==> config.mk <==
export PLATFORM = sky130hd
export DESIGN_NAME = id_stage
export DESIGN_NICKNAME = d
export VERILOG_FILES = /design/src/rtl/id_pkg.sv /design/src/rtl/id_regfile.sv /design/src/rtl/id_stage.sv
export SDC_FILE = /design/constraint.sdc
export NUM_CORES = 2
export LEC_CHECK = 0
export BUFFER_PORTS_ARGS = -buffer_cell sky130_fd_sc_hd__buf_2
export CORE_MARGIN = 2
export CORE_UTILIZATION = 45
export DETAILED_ROUTE_END_ITERATION = 16
export MAX_ROUTING_LAYER = met4
export PLACE_DENSITY = 0.61
export SYNTH_ARGS = -nofsm -noshare
export SYNTH_HDL_FRONTEND = slang
export SYNTH_SLANG_ARGS = --single-unit
export TNS_END_PERCENT = 20
==> constraint.sdc <==
create_clock -name clk -period 11.45 [get_ports clk]
set_input_delay 2.29 -clock clk [delete_from_list [all_inputs] [get_ports clk]]
set_output_delay 2.29 -clock clk [all_outputs]
set_load 0.01 [all_outputs]
==> src/rtl/id_pkg.sv <==
// Shared decode-stage definitions: immediate formats, default sizes and the
// RISC-V immediate extractor used by the decode latch.
package id_pkg;

  localparam int DefWordSize = 32;
  localparam int DefRegCount = 32;

  typedef enum logic [2:0] {
    IMM_I = 3'd0,
    IMM_S = 3'd1,
    IMM_B = 3'd2,
    IMM_U = 3'd3,
    IMM_J = 3'd4
  } imm_mode_e;

  // Formats 5-7 are reserved and decode to a zero immediate.
  function automatic logic [31:0] decode_imm(input logic [31:0] ins, input logic [2:0] mode);
    logic [31:0] imm;
    imm = '0;
    case (mode)
      IMM_I:   imm = {{20{ins[31]}}, ins[31:20]};
      IMM_S:   imm = {{20{ins[31]}}, ins[31:25], ins[11:7]};
      IMM_B:   imm = {{19{ins[31]}}, ins[31], ins[7], ins[30:25], ins[11:8], 1'b0};
      IMM_U:   imm = {ins[31:12], 12'b0};
      IMM_J:   imm = {{11{ins[31]}}, ins[31], ins[19:12], ins[20], ins[30:21], 1'b0};
      default: imm = '0;
    endcase
    return imm;
  endfunction

endpackage

==> src/rtl/id_regfile.sv <==
// General-purpose register file: two read ports, one write port, with the
// write data forwarded to a read port addressing the register being written.
module id_regfile import id_pkg::*; #(
  parameter int WordSize = DefWordSize,
  parameter int RegCount = DefRegCount,
  localparam int RegBits = $clog2(RegCount)
) (
  input  logic                clk,
  input  logic                rst,
  input  logic [RegBits-1:0]  raddr1_i,
  input  logic [RegBits-1:0]  raddr2_i,
  output logic [WordSize-1:0] rdata1_o,
  output logic [WordSize-1:0] rdata2_o,
  input  logic                we_i,
  input  logic [RegBits-1:0]  waddr_i,
  input  logic [WordSize-1:0] wdata_i
);

  logic [WordSize-1:0] regs_q [RegCount];

  always_ff @(posedge clk) begin
    if (rst) begin
      for (int i = 0; i < RegCount; i++) regs_q[i] <= '0;
    end else if (we_i && waddr_i != '0) begin
      regs_q[waddr_i] <= wdata_i;
    end
  end

  always_comb begin
    rdata1_o = '0;
    rdata2_o = '0;
    if (raddr1_i != '0) rdata1_o = (we_i && waddr_i == raddr1_i) ? wdata_i : regs_q[raddr1_i];
    if (raddr2_i != '0) rdata2_o = (we_i && waddr_i == raddr2_i) ? wdata_i : regs_q[raddr2_i];
  end

endmodule

==> src/rtl/id_stage.sv <==
// Decode stage: one-entry decode latch, register scoreboard, operand read with
// writeback bypass, and branch target / next-PC computation.
//   state | meaning
//   EMPTY | no instruction held; ready for fetch
//   FULL  | instruction held; issues to EX once hazard-free and EX is ready
module id_stage import id_pkg::*; #(
  parameter int WordSize = DefWordSize,
  parameter int RegCount = DefRegCount,
  localparam int RegBits = $clog2(RegCount)
) (
  input  logic                clk,
  input  logic                rst,
  input  logic                if_valid,
  output logic                if_ready,
  input  logic [WordSize-1:0] ins,
  input  logic [WordSize-1:0] pc_in,
  input  logic [2:0]          immode,
  input  logic                rd_we,
  output logic                ex_valid,
  input  logic                ex_ready,
  output logic [RegBits-1:0]  rdn,
  output logic [WordSize-1:0] rs1d,
  output logic [WordSize-1:0] rs2d,
  output logic [WordSize-1:0] imm,
  output logic [WordSize-1:0] pc,
  output logic                rd_we_out,
  input  logic                wbe,
  input  logic                wb_kill,
  input  logic [RegBits-1:0]  rdn_in,
  input  logic [WordSize-1:0] rdd,
  input  logic                flush,
  input  logic                addr_mode,
  input  logic                branch_taken,
  output logic [WordSize-1:0] npc,
  output logic [WordSize-1:0] branch_addr
);

  typedef enum logic {EMPTY, FULL} latch_state_e;

  latch_state_e        state_q;
  logic [WordSize-1:0] ins_q, pc_q;
  logic [2:0]          immode_q;
  logic                rd_we_q;
  logic [RegCount-1:0] pending_q, pending_d;

  logic [RegBits-1:0]  rs1n, rs2n;
  logic [31:0]         imm32;
  logic [WordSize-1:0] base, target;
  logic                full, hazard, issue, load, rs1_haz, rs2_haz;

  assign full  = (state_q == FULL);
  assign rs1n  = ins_q[15 +: RegBits];
  assign rs2n  = ins_q[20 +: RegBits];
  assign rdn   = ins_q[7 +: RegBits];

  // A wb_kill frees the register only from the next cycle; only wbe carries data to bypass.
  assign rs1_haz = (rs1n != '0) && pending_q[rs1n] && !(wbe && rdn_in == rs1n);
  assign rs2_haz = (rs2n != '0) && pending_q[rs2n] && !(wbe && rdn_in == rs2n);
  assign hazard  = full && (rs1_haz || rs2_haz);

  assign ex_valid = full && !hazard && !flush;
  assign issue    = ex_valid && ex_ready;
  assign if_ready = !full || issue || flush;
  assign load     = if_valid && if_ready;

  always_ff @(posedge clk) begin
    if (rst) begin
      state_q  <= EMPTY;
      ins_q    <= '0;
      pc_q     <= '0;
      immode_q <= '0;
      rd_we_q  <= 1'b0;
    end else if (flush) begin
      state_q <= EMPTY;
    end else if (load) begin
      state_q  <= FULL;
      ins_q    <= ins;
      pc_q     <= pc_in;
      immode_q <= immode;
      rd_we_q  <= rd_we;
    end else if (issue) begin
      state_q <= EMPTY;
    end
  end

  // Clear first, then set, so an issue to the same register wins.
  always_comb begin
    pending_d = pending_q;
    if (wbe || wb_kill) pending_d[rdn_in] = 1'b0;
    if (issue && rd_we_q && rdn != '0) pending_d[rdn] = 1'b1;
  end

  always_ff @(posedge clk) begin
    if (rst) pending_q <= '0;
    else     pending_q <= pending_d;
  end

  id_regfile #(.WordSize(WordSize), .RegCount(RegCount)) u_regfile (
    .clk      (clk),
    .rst      (rst),
    .raddr1_i (rs1n),
    .raddr2_i (rs2n),
    .rdata1_o (rs1d),
    .rdata2_o (rs2d),
    .we_i     (wbe),
    .waddr_i  (rdn_in),
    .wdata_i  (rdd)
  );

  assign imm32     = decode_imm(ins_q[31:0], immode_q);
  assign imm       = WordSize'($signed(imm32));
  assign pc        = pc_q;
  assign rd_we_out = rd_we_q;

  assign base        = addr_mode ? rs1d : pc_q;
  assign target      = base + imm;
  assign branch_addr = {target[WordSize-1:1], 1'b0};
  assign npc         = branch_taken ? branch_addr : pc_q + WordSize'(4);

endmodule

==> reports/metrics.csv <==
stage,metric,value,unit
synth,Post-Syn Area,62420,um2
synth,Post-Synthesis Cells,4240,
route,vias per cell,6.511,
run_status,outcome,"complete, no violations",
timing,PnR worst setup slack,827.5,ps
layout,"Area growth, synth to finish",12.37,%
synth,Yosys cell types,65,
timing,Clock Skew,25.02,ps
timing,Final Hold Viols,0,
global_routing,first-pass GRT wire length,317.5,mm
timing,Slew @ Worst Pin,1335,ps
timing,endpoints failing setup,0,
critical_path,kind of critical path,input port to output port,
timing,Slew Limit Fails,0,
synth,"Top FF cell, synth",edfxtp_1,
clocking,CTS Hold Bufs,0,
route,met3 WL,29.33,mm
route,WL final,230.5,mm
power_and_ir_drop,power density cells,148.5,nW/um2
route,routed metal-1 wirelength,85.25,mm
layout,Nets,4552,
layout,Non-Filler Instances,6323,
layout,fill cell total of the finished layout,11447,
critical_path,CP bufs+invs,2,
route,DR vias,41172,
critical_path,"delay-heaviest family, CP",compound AO/OA/AOI/OAI gates,
timing,Final min period,10620,ps
synth,Synth warnings,0,
synth,sequential-to-total area share from yosys stat,52.60,%
route,drt first pass iters,5,
clocking,CTS buffer count,133,
synth,Mean Syn Cell Area,14.72,um2
global_routing,largest net degree at the start of global routing,128,
place,pre-CTS WS,985.8,ps
critical_path,Critical Path Source Type,input port,
critical_path,Crit path largest cell delay,890,ps
clocking,post_cts resized,0,
route,per-cell routed wire length,36.45,um
critical_path,CP Data Required Time,9160,ps
global_routing,antenna violations before repair,43,
place,DP Wirelength,139.6,mm
synth,number of synthesized flops with an enable pin,1024,
clocking,postcts setup bufs,0,
floorplanning,Initial Utilization,45.40,%
timing,max frequency,94.14,MHz
route,Starting DRT DRC Count,6431,
global_routing,gr ovfl total,0,
clocking,clk_lat worst skew,790,ps
critical_path,Crit Path Max Fanout,22,
critical_path,Critical Path Sink Type,output port,
critical_path,"Arr. time, crit path",8330,ps
route,Post-DRT Antenna Nets,0,
place,PortBufs,305,
critical_path,Slowest cell on crit path,a211oi_1,
min_path,HP Class,flip-flop to flip-flop,
critical_path,crit path cell chain,"buf_2, xor2_1, nor4_1, nand3_4, a211oi_1, mux2_2, ha_1, a21o_1, a21o_1, a211oi_1, o32ai_1, a31o_2, a221o_1, a211oi_1, a21oi_1, xor2_1, mux2_2, buf_2",
clocking,clock sink count,1128,
timing,hold_ws,503.5,ps
global_routing,vias in the first global route,40289,
timing,period utilization,92.77,%
floorplanning,Die H,376.4,um
floorplanning,CORE AREA,137500,um2
clocking,Clock transition at path regs,50,ps
global_routing,GRT Total Usage,33.57,%
clocking,CTS Buffer Depth,3,
timing,Setup TNS,0,ps
route,Met2 Routed Length,104.2,mm
synth,Synth Register Bits,1128,
layout,most frequent cells in the layout,"edfxtp_1 (1024), and2_1 (1005), mux4_2 (655)",
clocking,H-tree levels,4,
power_and_ir_drop,Lkg Pwr,24.34,nW
floorplanning,# IOs,314,
power_and_ir_drop,maximum vdd drop,0.0001217,V
clocking,Clock Root Buffer,clkbuf_16,
critical_path,critical path's most frequent cell,a211oi_1,
synth,asr flop ratio synth,0,%
floorplanning,Die X-Extent,376.4,um
clocking,CTS tree,built,
timing,relative slew slack,10.09,%
layout,"most common cell after layout, fill and taps aside",edfxtp_1,
route,DRC,0,
place,routability congestion estimate,0.9592,
flow_run,Max Cap Viol,0,
place,placed insts,6065,
floorplanning,die footprint,141700,um2
route,Max Used Layer,met4,
timing,unrepaired setup endpoints after global routing,no,
floorplanning,Site Rows,136,
layout,layout cells sized above 1,31.25,%
-- cell usage after synthesis (34+ instances only) --
cell type  instances  area, um2
nor2b_1           48      300.3
edfxtp_1        1024      30750
a211oi_1          70      525.5
a21oi_1           34      170.2
o21ai_0           98      490.5
mux2i_1          130       1301
buf_2             36      180.2
dfxtp_1          104       2082
buf_1             38      142.6
nor2_1           191      716.9
xor2_1            36      315.3
clkbuf_1         344       1291
mux4_2           655      14750
mux2_2            43      484.2
nand2_1           81      304.0
and2_1          1005       6287
-- metal layers --
| layer | vias up | GRT usage [%] |
|---|---|---|
| met1 | 21398 | 43.46 |
| met4 | 0 | 15.95 |
| li1 | 16561 | - |
| met3 | 506 | 9.200 |
| met5 | - | - |
| met2 | 2707 | 49.20 |
-- metrics by stage --
step           power (W)  utilization [%]  cell area [um2]
3_5_place_dp    0.006340            47.96            65940
2_1_floorplan   0.005715                -            62540
5_1_grt          0.01068            50.99            70100
6_report         0.01042            51.01            70140
4_1_cts          0.01043            50.96            70070
3_3_place_gp    0.006319            47.96            65940
-- final cells by class --
cell class                      instances  area, um2  share of cell area (%)
Clock buffer                          175       3656                   5.213
Sequential cell                      1128      32870                   46.86
Multi-Input combinational cell       2695      28200                   40.21
Clock inverter                         56      475.5                  0.6779
Inverter                               16      60.06                 0.08563
Timing Repair Buffer                  432       2561                   3.652
Tap cell                             1794       2245                   3.200
Antenna cell                           27      67.56                 0.09633
-- power by group --
part / leakage, nW / total [W] / switching, W / internal [W]
sequential: 10.6 / 0.00486 / 0.000157 / 0.00471
clock: 2.01 / 0.00413 / 0.00177 / 0.00236
combinational: 11.7 / 0.00142 / 0.000840 / 0.000579
-- state kept, by name (all words and copies together) (netlist names), named ones only --
register / flops
pc: 32
ins_q: 25
rd_we_out: 1
immode_q: 3
u_regfile.regs_q: 1024
full: 1
pending_q: 32
-- worst min-delay path, delay by kind of cell, from the launching register on --
| family | cells | cell delay (ps) |
|---|---|---|
| flip-flops | 1 | 310 |
| AND/OR/NAND/NOR | 1 | 80 |
| AO/OA/AOI/OAI | 1 | 80 |
-- worst paths after layout --
| kind | start | end | slack (ps) | depth (start not counted) |
|---|---|---|---|---|
| setup / recovery | rdn_in[3] | npc[24] | 830 | 18 |
| hold / removal | full | full | 500 | 2 |
| setup reg to reg | ins_q[21] | pc[22] | 6630 | 11 |
| hold reg to reg | full | full | 500 | 2 |
-- cells by family after synthesis --
logic type | synth area share, %
AO/OA/AOI/OAI | 2.981
XOR/XNOR | 0.9542
adder cells (fa/ha/maj) | 0.6535
buffers and inverters | 2.911
flip-flops | 52.60
multiplexers | 26.51
other | 0.006008
AND/OR/NAND/NOR | 13.38
Note: power is estimated with default switching activity, not from simulation.
